$ cat src/rtl/mem_access_unit.sv
// mem_access_unit
//   Load/store initiator between the execute stage and a word-only data
//   memory (synchronous write, combinational read). Byte/half/word loads are
//   lane-extracted and sign/zero extended; sub-word stores are done as a
//   read-modify-write. Misaligned or reserved-size requests complete with err.
//
// Ports
//   clock, reset_n          clock, asynchronous active-low reset
//   req, we, size, sign_ext request strobe (sampled in IDLE) and attributes
//   addr, wdata             byte address, right-justified store data
//   busy, done, err         status: busy != IDLE, one-cycle done, error flag
//   rdata                   load result, held until the next load completes
//   mem_address             word-aligned memory address
//   mem_data_in, mem_write  memory write word and write enable
//   mem_data_out            combinational memory read word
module mem_access_unit #(
    parameter int ADDR_W = 32
) (
    input  logic              clock,
    input  logic              reset_n,
    input  logic              req,
    input  logic              we,
    input  logic [1:0]        size,
    input  logic              sign_ext,
    input  logic [ADDR_W-1:0] addr,
    input  logic [31:0]       wdata,
    output logic              busy,
    output logic              done,
    output logic              err,
    output logic [31:0]       rdata,
    output logic [ADDR_W-1:0] mem_address,
    output logic [31:0]       mem_data_in,
    output logic              mem_write,
    input  logic [31:0]       mem_data_out
);

    typedef enum logic [2:0] {
        IDLE,
        LOAD,
        RMW_RD,
        STORE,
        RESP
    } state_t;

    localparam logic [1:0] SZ_BYTE = 2'b00;
    localparam logic [1:0] SZ_HALF = 2'b01;
    localparam logic [1:0] SZ_WORD = 2'b10;

    state_t            state_q, state_d;
    logic [1:0]        size_q;
    logic              sign_q;
    logic [ADDR_W-1:0] addr_q;
    logic [31:0]       wdata_q;
    logic [31:0]       merge_q;
    logic              err_q;

    logic              misaligned;
    logic [31:0]       load_value;
    logic [31:0]       merged_word;

    assign misaligned = (size == 2'b11)
                     || (size == SZ_HALF && addr[0])
                     || (size == SZ_WORD && addr[1:0] != 2'b00);

    // State register.
    // NOTE: sequential state uses non-blocking assignments so every register
    // samples the pre-edge values, independent of statement order.
    always_ff @(posedge clock or negedge reset_n) begin
        if (!reset_n) state_q <= IDLE;
        else          state_q <= state_d;
    end

    // Next-state logic.
    // NOTE: state_d gets a default before the case so no path leaves it
    // unassigned, which would otherwise infer a latch.
    always_comb begin
        state_d = state_q;
        unique case (state_q)
            IDLE: begin
                if (req) begin
                    if (misaligned)        state_d = RESP;
                    else if (!we)          state_d = LOAD;
                    else if (size == SZ_WORD) state_d = STORE;
                    else                   state_d = RMW_RD;
                end
            end
            LOAD:    state_d = RESP;
            RMW_RD:  state_d = STORE;
            STORE:   state_d = RESP;
            RESP:    state_d = IDLE;
            default: state_d = IDLE;
        endcase
    end

    // Lane extraction and extension for loads (little-endian lanes).
    always_comb begin
        load_value = mem_data_out;
        unique case (size_q)
            SZ_BYTE: begin
                logic [7:0] b;
                b = mem_data_out[8*addr_q[1:0] +: 8];
                load_value = {{24{sign_q & b[7]}}, b};
            end
            SZ_HALF: begin
                logic [15:0] h;
                h = mem_data_out[16*addr_q[1] +: 16];
                load_value = {{16{sign_q & h[15]}}, h};
            end
            default: load_value = mem_data_out;
        endcase
    end

    // Read-modify-write merge: overwrite only the target lane.
    always_comb begin
        merged_word = mem_data_out;
        if (size_q == SZ_BYTE) merged_word[8*addr_q[1:0] +: 8]  = wdata_q[7:0];
        else                   merged_word[16*addr_q[1] +: 16] = wdata_q[15:0];
    end

    // Request capture and datapath registers. rdata only moves leaving LOAD.
    always_ff @(posedge clock or negedge reset_n) begin
        if (!reset_n) begin
            size_q  <= SZ_BYTE;
            sign_q  <= 1'b0;
            addr_q  <= '0;
            wdata_q <= '0;
            merge_q <= '0;
            err_q   <= 1'b0;
            rdata   <= '0;
        end else begin
            unique case (state_q)
                IDLE: begin
                    if (req) begin
                        size_q  <= size;
                        sign_q  <= sign_ext;
                        addr_q  <= addr;
                        wdata_q <= wdata;
                        err_q   <= misaligned;
                    end
                end
                LOAD:    rdata   <= load_value;
                RMW_RD:  merge_q <= merged_word;
                default: ;
            endcase
        end
    end

    // mem_write is decoded from state alone, so an asynchronous reset that
    // forces IDLE drops it immediately and no partial write commits.
    assign busy        = (state_q != IDLE);
    assign done        = (state_q == RESP);
    assign err         = done & err_q;
    assign mem_write   = (state_q == STORE);
    assign mem_address = {addr_q[ADDR_W-1:2], 2'b00};
    assign mem_data_in = (size_q == SZ_WORD) ? wdata_q : merge_q;

endmodule
$ cat config.mk
export PLATFORM = sky130hd
export DESIGN_NAME = mem_access_unit
export DESIGN_NICKNAME = d
export VERILOG_FILES = /design/src/rtl/mem_access_unit.sv
export SDC_FILE = /design/constraint.sdc
export NUM_CORES = 1
export LEC_CHECK = 0
export CAP_MARGIN = 30
export CORE_MARGIN = 2
export CORE_UTILIZATION = 30
export DETAILED_ROUTE_END_ITERATION = 16
export GPL_TIMING_DRIVEN = 0
export PLACE_DENSITY = 0.52
export SYNTH_ARGS = -nofsm -noshare
export SYNTH_HDL_FRONTEND = slang
export SYNTH_SLANG_ARGS = --single-unit
$ cat constraint.sdc
create_clock -name clock -period 4.85 [get_ports clock]
set_clock_uncertainty 0.15 [all_clocks]
set_input_delay 0.97 -clock clock [delete_from_list [all_inputs] [get_ports clock]]
set_output_delay 0.97 -clock clock [all_outputs]
set_load 0.05 [all_outputs]
# Word-level counts from Yosys, hierarchy flattened
# Cells that the tools add are included.
# totals
regBits	135
in_bits	103
# classes
shifts	6
n_eq_ne	10
n_reduce_logical	10
n_mux	10
add_sub_neg	2
n_bitwise	3
# op_table
operator	n
5-bit negation with 34-bit output	2
32-bit bitwise mux	2
32-bit two-way mux	2
32-bit one-hot mux with 2 select lines	1
16-bit by 34-bit variable shift with 32-bit output, first input constant	1
8-bit by 34-bit variable shift with 32-bit output, first input constant	1
16-bit by 34-bit indexed part select with 32-bit output	1
8-bit by 34-bit indexed part select with 32-bit output	1
32-bit by 6-bit indexed part select with 16-bit output	1
32-bit by 6-bit indexed part select with 8-bit output	1
3-bit one-hot mux with 3 select lines	1
2-bit equality test, second input constant	3
3-bit by 2-bit equality test with 1-bit output, second input constant	2
3-bit two-way mux	2
2-bit by 1-bit equality test with 1-bit output, second input constant	2
1-bit AND	3
3-bit by 1-bit equality test with 1-bit output, second input constant	1
3-bit equality test, second input constant	1
3-bit zero test	1
3-bit nonzero test	1
1-bit logical AND	2
2-bit zero test	1
1-bit logical OR	2
2-bit two-way mux	1
5 further kinds	5

# Depth between registers and ports, before layout
# Gate-level depths: netlist (run 1).
# logic_depth
ltp_word	7
ltp_mapped	8
depth_no_buf	5

# Worst setup path before layout (run 1)
# No wires, ideal clock.
# synth_path
path_type	reg-to-output
from	register state_q[1]
to	output port err
path_stages_with_launch	4
slack_ns	1.480
arrival_ns	2.250
path_cell_list	dfrtp_1 > buf_2 > nor3b_1 > and2_1
# synth_via
elab_chain_len	2
# synth_lines
item	line	source
start, declared	49	state_t state_q, state_d;
start signal, assigned	70	else state_q <= state_d;
3-bit equality test	151	assign done = (state_q == RESP);
net done	28	output logic done,
1-bit AND	152	assign err = done & err_q;
end, declared	29	output logic err,
# The timed path passes the listed nets, and every way through them passes these cells.

# Final worst setup path (run 1)
# layout_path
from	register size_q[0]
to	output port mem_data_in[24]
# layout_via
elab_chain_len	2
# layout_lines
item	line	source
start, declared	50	logic [1:0] size_q;
start signal, assigned	134	size_q <= size;
2-bit equality test	155	assign mem_data_in = (size_q == SZ_WORD) ? wdata_q : merge_q;
32-bit two-way mux	155	
end, declared	32	output logic [31:0] mem_data_in,
# Every way passes these cells.

==> impl_metrics.env, run 1 <==
export IMPL_status="finished, final reports clean"
export IMPL_ir_drop_mv=0.3498
export IMPL_finalInstanceArea_mm2=0.01048
export IMPL_synth_most_common_cell="dfrtp_1"
export IMPL_yosysSeqAreaShare=0.4529
export IMPL_synth_commonest_cells="135 x dfrtp_1, 102 x mux2_2, 55 x a21oi_1, 36 x nor2_1, 33 x nor2b_1"
export IMPL_ys_seq_elements=135
export IMPL_port_buffers=200
export IMPL_cts_max_path_buffers=2
export IMPL_fp_dieH_um=161.7
export IMPL_grt_pass1_vias=6513
export IMPL_syn_to_final_growth_pct=40.51
export IMPL_hold_worst_slack_ns=0.3521
export IMPL_start_util=0.3058
export IMPL_core_mm2=0.02439
export IMPL_async_flop_share=1.000
export IMPL_period_needed_ns=4.015
export IMPL_min_to="wdata_q[20]"
export IMPL_startpoint_type="register"
export IMPL_syn_instance_count=670
export IMPL_wirelength_mm=25.42
export IMPL_pwr_density_cell_mw_per_mm2=879.5
export IMPL_switching_power_mw=4.436
export IMPL_cts_sinks=135
export IMPL_numCtsBuffers=17
export IMPL_rows=57
export IMPL_dp_cells=1196
export IMPL_syn_area_mm2=0.007458
export IMPL_synth_edf_count=0
export IMPL_htree_num_levels=4
export IMPL_grt_setup_unrepaired="no"
export IMPL_die_w_um=161.7
export IMPL_drc_errors=0
export IMPL_synthFlopType="dfrtp_1"
export IMPL_yosys_area_top_type="dfrtp_1"
export IMPL_overflow=0
export IMPL_synth_top_area_share=0.4529
export IMPL_path_clk_slew_ns=0.06
export IMPL_hp_class="register to register"
export IMPL_num_io_pins=203
export IMPL_cts_setup_buffers=0
export IMPL_p_leak_nw=4.279
export IMPL_pwr_share_seq=0.236
export IMPL_yosysWarningCount=0
export IMPL_synth_xor_area_frac=0
export IMPL_p_total_mw=9.217
export IMPL_wl_per_cell_um=20.72
export IMPL_gp_congestion=0.8191
export IMPL_p_clk_frac=0.141
export IMPL_p_comb_frac=0.623
export IMPL_setup_viol=0
export IMPL_hold_viol_final=0
export IMPL_rr_startpoint="addr_q[1]"
export IMPL_layout_cells_non_filler=1227
export IMPL_r2r_setup_slack_ns=1.99
export IMPL_synth_compound_area_frac=0.1694
export IMPL_endpoint_kind="output port"
export IMPL_layout_drive_gt1_share=0.2303
export IMPL_maxCapViolations=0
export IMPL_placed_area_mm2=0.009898
export IMPL_internal_power_mw=4.781
export IMPL_crit_arrival_ns=2.90
export IMPL_timing_rr_end="merge_q[18]"
export IMPL_worst_pin_slew_ns=0.6972
export IMPL_criticalPathCategory="register to output port"
export IMPL_whs_path_depth=1
export IMPL_cts_resized=0
export IMPL_dp_final_hpwl_mm=18.63
export IMPL_avgSynthCellArea_um2=11.13
export IMPL_via_count=6209
export IMPL_vias_per_cell=5.060
export IMPL_fmax_ghz=0.2490
export IMPL_ant_nets=0
export IMPL_max_slew_margin=0.5352
export IMPL_grt_util_all_layers=0.1950
export IMPL_clock_root_buffer="clkbuf_16"
export IMPL_switching_share=0.4813
export IMPL_yosys_area_share_adder=0.008388
export IMPL_cp_max_fo=10
export IMPL_r2r_cells=8
export IMPL_cts_hold_repair_buffers=0
export IMPL_grt_antenna_before_repair=0
export IMPL_fin_crit_sh=0.8279
export IMPL_final_nets=999
export IMPL_synth_mux_area_frac=0.2016
export IMPL_min_from="wdata_q[20]"
export IMPL_grt_max_degree=72
export IMPL_drt_iter0_markers=379
export IMPL_clock_latency_ns=0.42
export IMPL_cts_tree="done"
export IMPL_die_area_mm2=0.02614
export IMPL_ys_types=47
export IMPL_yosys_area_share_simple=0.09529
export IMPL_antenna_cells=0
export IMPL_synth_top_family_by_area="multiplexers"
export IMPL_synth_area_leaders="dfrtp_1 45%, mux2_2 15%, mux2i_1 4.2%"
export IMPL_crit_required_ns=3.73
export IMPL_first_pass_iters=5
export IMPL_fin_setup_tns_ns=0
export IMPL_drv_slew=0
export IMPL_grt_pass1_wl_mm=38.51
## final cells by class
| type | instances | area [um^2] |
|---|---|---|
| sequential | 135 | 3378 |
| multi-input combinational | 438 | 3548 |
| tap | 324 | 405.4 |
| clock inverter | 12 | 128.9 |
| clock buffer | 19 | 452.9 |
| buffer | 88 | 498.0 |
| inverter | 10 | 37.54 |
| fill | 2399 | 13910 |
| timing repair buffer | 201 | 2031 |
## how the worst max path moves through the flow
stage | to | slack (ns) | from | cells past startpoint
final | mem_data_in[24] | 0.83 | size_q[0] | 6
after global placement | rdata[12] | -3.26 | reset_n | 1
after CTS | mem_data_in[24] | 0.80 | size_q[0] | 6
after detailed placement | mem_data_in[24] | 1.27 | size_q[0] | 6
after floorplan | err | 1.48 | state_q[1] | 3
after global routing | mem_data_in[13] | 0.71 | size_q[0] | 6
## power by group through the flow
stage / sequential (mW) / combinational (mW) / clock, mW
3_5_place_dp: 2.20 / 5.75 / 0
4_1_cts: 2.18 / 5.78 / 1.34
6_report: 2.18 / 5.74 / 1.30
2_1_floorplan: 2.47 / 3.65 / 0
3_3_place_gp: 2.19 / 5.73 / 0
5_1_grt: 2.26 / 6.07 / 1.39
## state kept, by name (all words and copies together) (netlist names)
name	cells
rdata	32
sign_q	1
merge_q	32
addr_q	32
size_q	2
state_q	3
wdata_q	32
err_q	1
## critical path, cell delays in order (launching register included)
cell             delay [ns]
dfrtp_1                0.36
clkbuf_1               0.19
nor2b_1                0.19
clkbuf_1               0.29
buf_2                  0.33
mux2_2                 0.37
clkdlybuf4s50_1        0.74
## cell usage in the layout (no fill, tap or decap), drive strengths merged, types with 3 or more instances in the layout
master | synthesis | layout
inv | 10 | 10
a22o | 30 | 30
a21oi | 55 | 55
nor2 | 36 | 36
clkdlybuf4s50 | 0 | 199
buf | 69 | 71
a211oi | 11 | 11
nor2b | 33 | 33
clkbuf | 19 | 38
a311o | 20 | 20
nand2 | 15 | 15
mux2i | 31 | 31
o21ai | 11 | 11
o22ai | 16 | 16
a221o | 10 | 10
dfrtp | 135 | 135
clkinv | 0 | 7
and3b | 10 | 10
mux2 | 104 | 104
nor3b | 13 | 13
ha | 5 | 5
clkinvlp | 0 | 3
a221oi | 9 | 9
## stage by stage
stage                 util  setup WS [ns]
floorplan                -          1.480
global placement    0.4046         -3.260
detailed placement  0.4058          1.270
CTS                 0.4297         0.8020
global route        0.4297         0.7081
finish              0.4297         0.8346
## logic make-up after synthesis
logic type	after synthesis
compound gates	173
mux	136
flops	135
simple gates	122
buf+inv	98
fa+ha+maj	5
other cells	1
## routing by layer
| layer | GRT usage | share of wire | wire length [um] | vias to the layer above |
|---|---|---|---|---|
| met5 | 0 | 0 | 0 | - |
| met4 | 0.05390 | 0.017 | 422 | 0 |
| met3 | 0.04392 | 0.064 | 1638 | 25 |
| met2 | 0.3116 | 0.47 | 11860 | 219 |
| met1 | 0.2672 | 0.45 | 11500 | 3079 |
| li1 | - | - | - | 2886 |
Power figures use the tool's default switching activity.
==> run 2, diff against run 1 <==
Settings changed: PLACE_DENSITY 0.52 to 0.54.
Clock period 4.85 ns to 3.4 ns, I/O delays scaled along.
==> impl_metrics.env, run 2 (same netlist as run 1, synthesis figures left out) <==
export IMPL_status="finished, final reports clean"
export IMPL_fmax_ghz=0.3083
export IMPL_max_slew_margin=0.5639
export IMPL_rr_startpoint="addr_q[1]"
export IMPL_slowest_delay_ns=0.70
export IMPL_die_area_mm2=0.02614
export IMPL_hp_class="primary input to asynchronous set/reset pin"
export IMPL_first_pass_iters=4
export IMPL_cts_max_path_buffers=2
export IMPL_slowest_stage="clkdlybuf4s50_1"
export IMPL_path_clk_slew_ns=0.06
export IMPL_layout_setup_ws_ns=0.1561
export IMPL_pwr_density_cell_mw_per_mm2=1246
export IMPL_timing_rr_end="merge_q[15]"
export IMPL_wirelength_mm=24.98
export IMPL_cts_tree="done"
export IMPL_p_total_mw=13.09
export IMPL_gp_congestion=0.8477
export IMPL_maxCapViolations=0
export IMPL_crit_family="buffers and inverters"
export IMPL_layout_commonest_cell="clkdlybuf4s50_1"
export IMPL_numCtsBuffers=17
export IMPL_fp_dieH_um=161.7
export IMPL_cts_resized=31
export IMPL_syn_to_final_growth_pct=40.87
export IMPL_cts_hold_repair_buffers=0
export IMPL_crit_required_ns=2.57
export IMPL_r2r_setup_slack_ns=0.52
export IMPL_criticalPathCategory="register to output port"
export IMPL_grt_max_degree=74
export IMPL_clock_latency_ns=0.43
export IMPL_clock_root_buffer="clkbuf_16"
export IMPL_hold_viol_final=0
export IMPL_core_mm2=0.02439
export IMPL_crit_chain="clkbuf_1 -> nor2b_1 -> clkbuf_2 -> mux2_2 -> clkdlybuf4s50_1"
export IMPL_ir_drop_mv=0.5153
export IMPL_p_leak_nw=4.371
export IMPL_endpoint_kind="output port"
export IMPL_fin_crit_sh=0.9541
export IMPL_antenna_cells=0
export IMPL_rows=57
export IMPL_final_cell_mix="169 x clkdlybuf4s50_1, 135 x dfrtp_1, 102 x mux2_2"
export IMPL_ant_nets=0
export IMPL_grt_pass1_wl_mm=38.30
export IMPL_start_util=0.3058
export IMPL_dp_final_hpwl_mm=18.45
export IMPL_cts_sinks=135
export IMPL_cp_num_buf_inv=3
export IMPL_die_w_um=161.7
export IMPL_drt_iter0_markers=388
export IMPL_startpoint_type="register"
export IMPL_grt_setup_unrepaired="no"
export IMPL_layout_cells_non_filler=1228
export IMPL_grt_pass1_vias=6407
export IMPL_dp_slack_ns=0.1030
export IMPL_final_nets=999
export IMPL_r2r_cells=8
export IMPL_crit_arrival_ns=2.41
export IMPL_via_count=6161
export IMPL_cp_max_fo=9
export IMPL_period_needed_ns=3.244
export IMPL_grt_antenna_before_repair=1
export IMPL_drv_slew=0
export IMPL_htree_num_levels=4
export IMPL_drc_errors=0
export IMPL_num_io_pins=203
export IMPL_overflow=0
export IMPL_dp_cells=1196
export IMPL_vias_per_cell=5.017
export IMPL_cts_setup_buffers=0
export IMPL_worst_pin_slew_ns=0.6514
export IMPL_setup_viol=0
export IMPL_port_buffers=200
export IMPL_wl_per_cell_um=20.35
export IMPL_grt_util_all_layers=0.1929
export IMPL_layout_drive_gt1_share=0.2312
==> run 2: how the worst max path moves through the flow <==
stage | depth (start not counted) | to | start | slack [ns]
2_1_floorplan | 3 | err | state_q[1] | 0.32
3_3_place_gp | 1 | rdata[12] | reset_n | -4.37
3_5_place_dp | 6 | mem_data_in[24] | size_q[0] | 0.10
4_1_cts | 6 | mem_data_in[11] | size_q[0] | 0.09
5_1_grt | 6 | mem_data_in[25] | size_q[0] | 0.02
6_report | 5 | mem_data_in[0] | size_q[0] | 0.16
==> run 2: power breakdown <==
part	internal, mW	total [mW]	switching [mW]
Clock	1.26	2.02	0.766
Combinational	3.09	7.97	4.88
Sequential	2.44	3.10	0.668
Total	6.78	13.1	6.31
==> run 2: cell type report <==
cell class,count,area [um^2]
fill,2381,13880
multi-input combinational,438,3548
sequential,135,3378
timing repair buffer,201,1993
buffer,88,506.7
clock buffer,19,442.9
tap,324,405.4
clock inverter,13,193.9
inverter,10,37.54
==> run 2: routing by layer <==
metal  track usage  vias up  routed length, um
li1              -     2895                  -
met1        0.2696     3025              11470
met2        0.2974      212              11460
met3       0.05312       29               1706
met4       0.04706        0                344
met5             0        -                  0
==> run 2: metrics by stage <==
stage	TNS [ns]	utilization	hold WS (ns)	cell area, um^2
floorplan	0	-	0.2344	7462
global placement	-588.28	0.4046	0.3335	9869
detailed placement	0	0.4058	0.3414	9898
CTS	0	0.4304	0.1038	10500
global route	0	0.4307	0.1275	10510
finish	0	0.4307	0.08322	10510
==> run 3, diff against run 2 <==
Settings changed: CORE_MARGIN 2 to 1.
==> impl_metrics.env, run 3 (same netlist as run 1, synthesis figures left out) <==
export IMPL_fin_setup_tns_ns=0
export IMPL_cts_setup_buffers=0
export IMPL_ir_drop_mv=0.4238
export IMPL_grt_pass1_vias=6350
export IMPL_p_leak_nw=4.378
export IMPL_clock_root_buffer="clkbuf_16"
export IMPL_slowest_stage="clkdlybuf4s50_1"
export IMPL_syn_to_final_growth_pct=41.05
export IMPL_cts_sinks=135
export IMPL_status="finished, final reports clean"
export IMPL_htree_num_levels=4
export IMPL_fin_util=0.4326
export IMPL_slowest_delay_ns=0.70
export IMPL_max_slew_margin=0.5745
export IMPL_cts_tree="done"
export IMPL_via_count=6155
export IMPL_criticalPathCategory="register to output port"
export IMPL_worst_pin_slew_ns=0.6383
export IMPL_grt_pass1_wl_mm=38.37
export IMPL_crit_arrival_ns=2.44
export IMPL_grt_max_degree=73
export IMPL_fin_crit_sh=0.9627
export IMPL_die_w_um=159.7
export IMPL_drt_iter0_markers=462
export IMPL_layout_drive_gt1_share=0.2315
export IMPL_dp_final_hpwl_mm=18.45
export IMPL_grt_setup_unrepaired="no"
export IMPL_antenna_cells=0
export IMPL_grt_antenna_before_repair=0
export IMPL_cts_max_path_buffers=2
export IMPL_ant_nets=0
export IMPL_cp_max_fo=9
export IMPL_fp_dieH_um=159.7
export IMPL_hp_class="primary input to asynchronous set/reset pin"
export IMPL_drc_errors=0
export IMPL_drv_slew=0
export IMPL_overflow=0
export IMPL_layout_commonest_cell="clkdlybuf4s50_1"
export IMPL_maxCapViolations=0
export IMPL_rows=57
export IMPL_wirelength_mm=24.71
export IMPL_hold_viol_final=0
export IMPL_fmax_ghz=0.3055
export IMPL_final_nets=999
export IMPL_crit_required_ns=2.57
export IMPL_endpoint_kind="output port"
export IMPL_core_mm2=0.02432
export IMPL_clock_latency_ns=0.42
export IMPL_setup_viol=0
export IMPL_wl_per_cell_um=20.14
export IMPL_crit_chain="clkbuf_1 -> nor2b_1 -> clkbuf_2 -> mux2_2 -> clkdlybuf4s50_1"
export IMPL_port_buffers=200
export IMPL_n_fill_cell=2360
export IMPL_dp_slack_ns=0.1197
export IMPL_vias_per_cell=5.016
export IMPL_numCtsBuffers=17
export IMPL_rr_startpoint="addr_q[0]"
export IMPL_die_area_mm2=0.02550
export IMPL_cp_startpoint="size_q[0]"
export IMPL_gp_congestion=0.8397
export IMPL_start_util=0.3067
export IMPL_startpoint_type="register"
export IMPL_period_needed_ns=3.273
export IMPL_grt_util_all_layers=0.1996
export IMPL_pwr_density_cell_mw_per_mm2=1249
export IMPL_path_clk_slew_ns=0.06
export IMPL_first_pass_iters=5
export IMPL_layout_setup_ws_ns=0.1268
export IMPL_final_cell_mix="169 x clkdlybuf4s50_1, 135 x dfrtp_1, 102 x mux2_2"
export IMPL_num_io_pins=203
-- run 3: cell count changes in the layout (fill, tap and decap cells not counted), sizes merged --
cell	previous run	this run
buf	68	69
bufinv	4	5
clkbuf	41	40
clkinv	5	4
clkinvlp	1	2
inv	13	11
-- run 3: final cells by class --
cell class | instances | area (um^2) | share of cell area
Buffer | 88 | 506.7 | 0.04817
Clock inverter | 12 | 197.7 | 0.01879
Clock buffer | 19 | 452.9 | 0.04305
Sequential cell | 135 | 3378 | 0.3211
Timing Repair Buffer | 201 | 1993 | 0.1895
Inverter | 10 | 37.54 | 0.003568
Multi-Input combinational cell | 438 | 3548 | 0.3373
Tap cell | 324 | 405.4 | 0.03853
-- run 3: final timing paths --
| path | end | slack (ns) | depth (start not counted) |
|---|---|---|---|
| max in group asynchronous | rdata[2] | 2.21 | 2 |
| setup / recovery | mem_data_in[31] | 0.13 | 5 |
| hold reg to reg | wdata_q[26] | 0.35 | 1 |
| setup reg to reg | merge_q[15] | 0.56 | 7 |
| hold / removal | addr_q[5] | 0.08 | 1 |
| min in group clock | wdata_q[26] | 0.35 | 1 |
-- run 3: metrics by stage --
| step | total power [mW] | std cells | cell area (um^2) | hold WS [ns] |
|---|---|---|---|---|
| after floorplan | 8.729 | 671 | 7462 | 0.2344 |
| final | 13.14 | 1227 | 10520 | 0.08309 |
| after CTS | 13.23 | 1227 | 10520 | 0.1069 |
| after detailed placement | 11.30 | 1196 | 9898 | 0.3405 |
| after global routing | 13.87 | 1227 | 10520 | 0.1249 |
| after global placement | 11.26 | 1195 | 9869 | 0.3328 |
-- run 3: metal layers --
metal  track usage  share of wire
met4       0.06818          0.021
met1        0.2719           0.45
met2        0.3124           0.46
met3       0.04364          0.066
met5             0              0
-- run 3: timing repair --
| action | CTS | global route |
|---|---|---|
| pin swaps | 0 | 0 |
| endpoints found under the setup margin | 32 | 18 |
| gates resized for setup | 32 | 2 |
| hold endpoints to repair | 0 | 0 |
| hold buffers | 0 | 0 |
-- run 3: worst max-delay path, delay by kind of cell (launching register included) --
kind	cells	cell delay (ns)
buffers and inverters	3	1.12
muxes	1	0.38
and+or+nand+nor	1	0.16
DFF	1	0.36
-- run 3: report_power, final --
group | leakage (nW) | switching (mW) | internal (mW)
Sequential | 1.59 | 0.653 | 2.44
Combinational | 2.47 | 4.89 | 3.09
Clock | 0.315 | 0.739 | 1.34
Total | 4.38 | 6.28 | 6.86
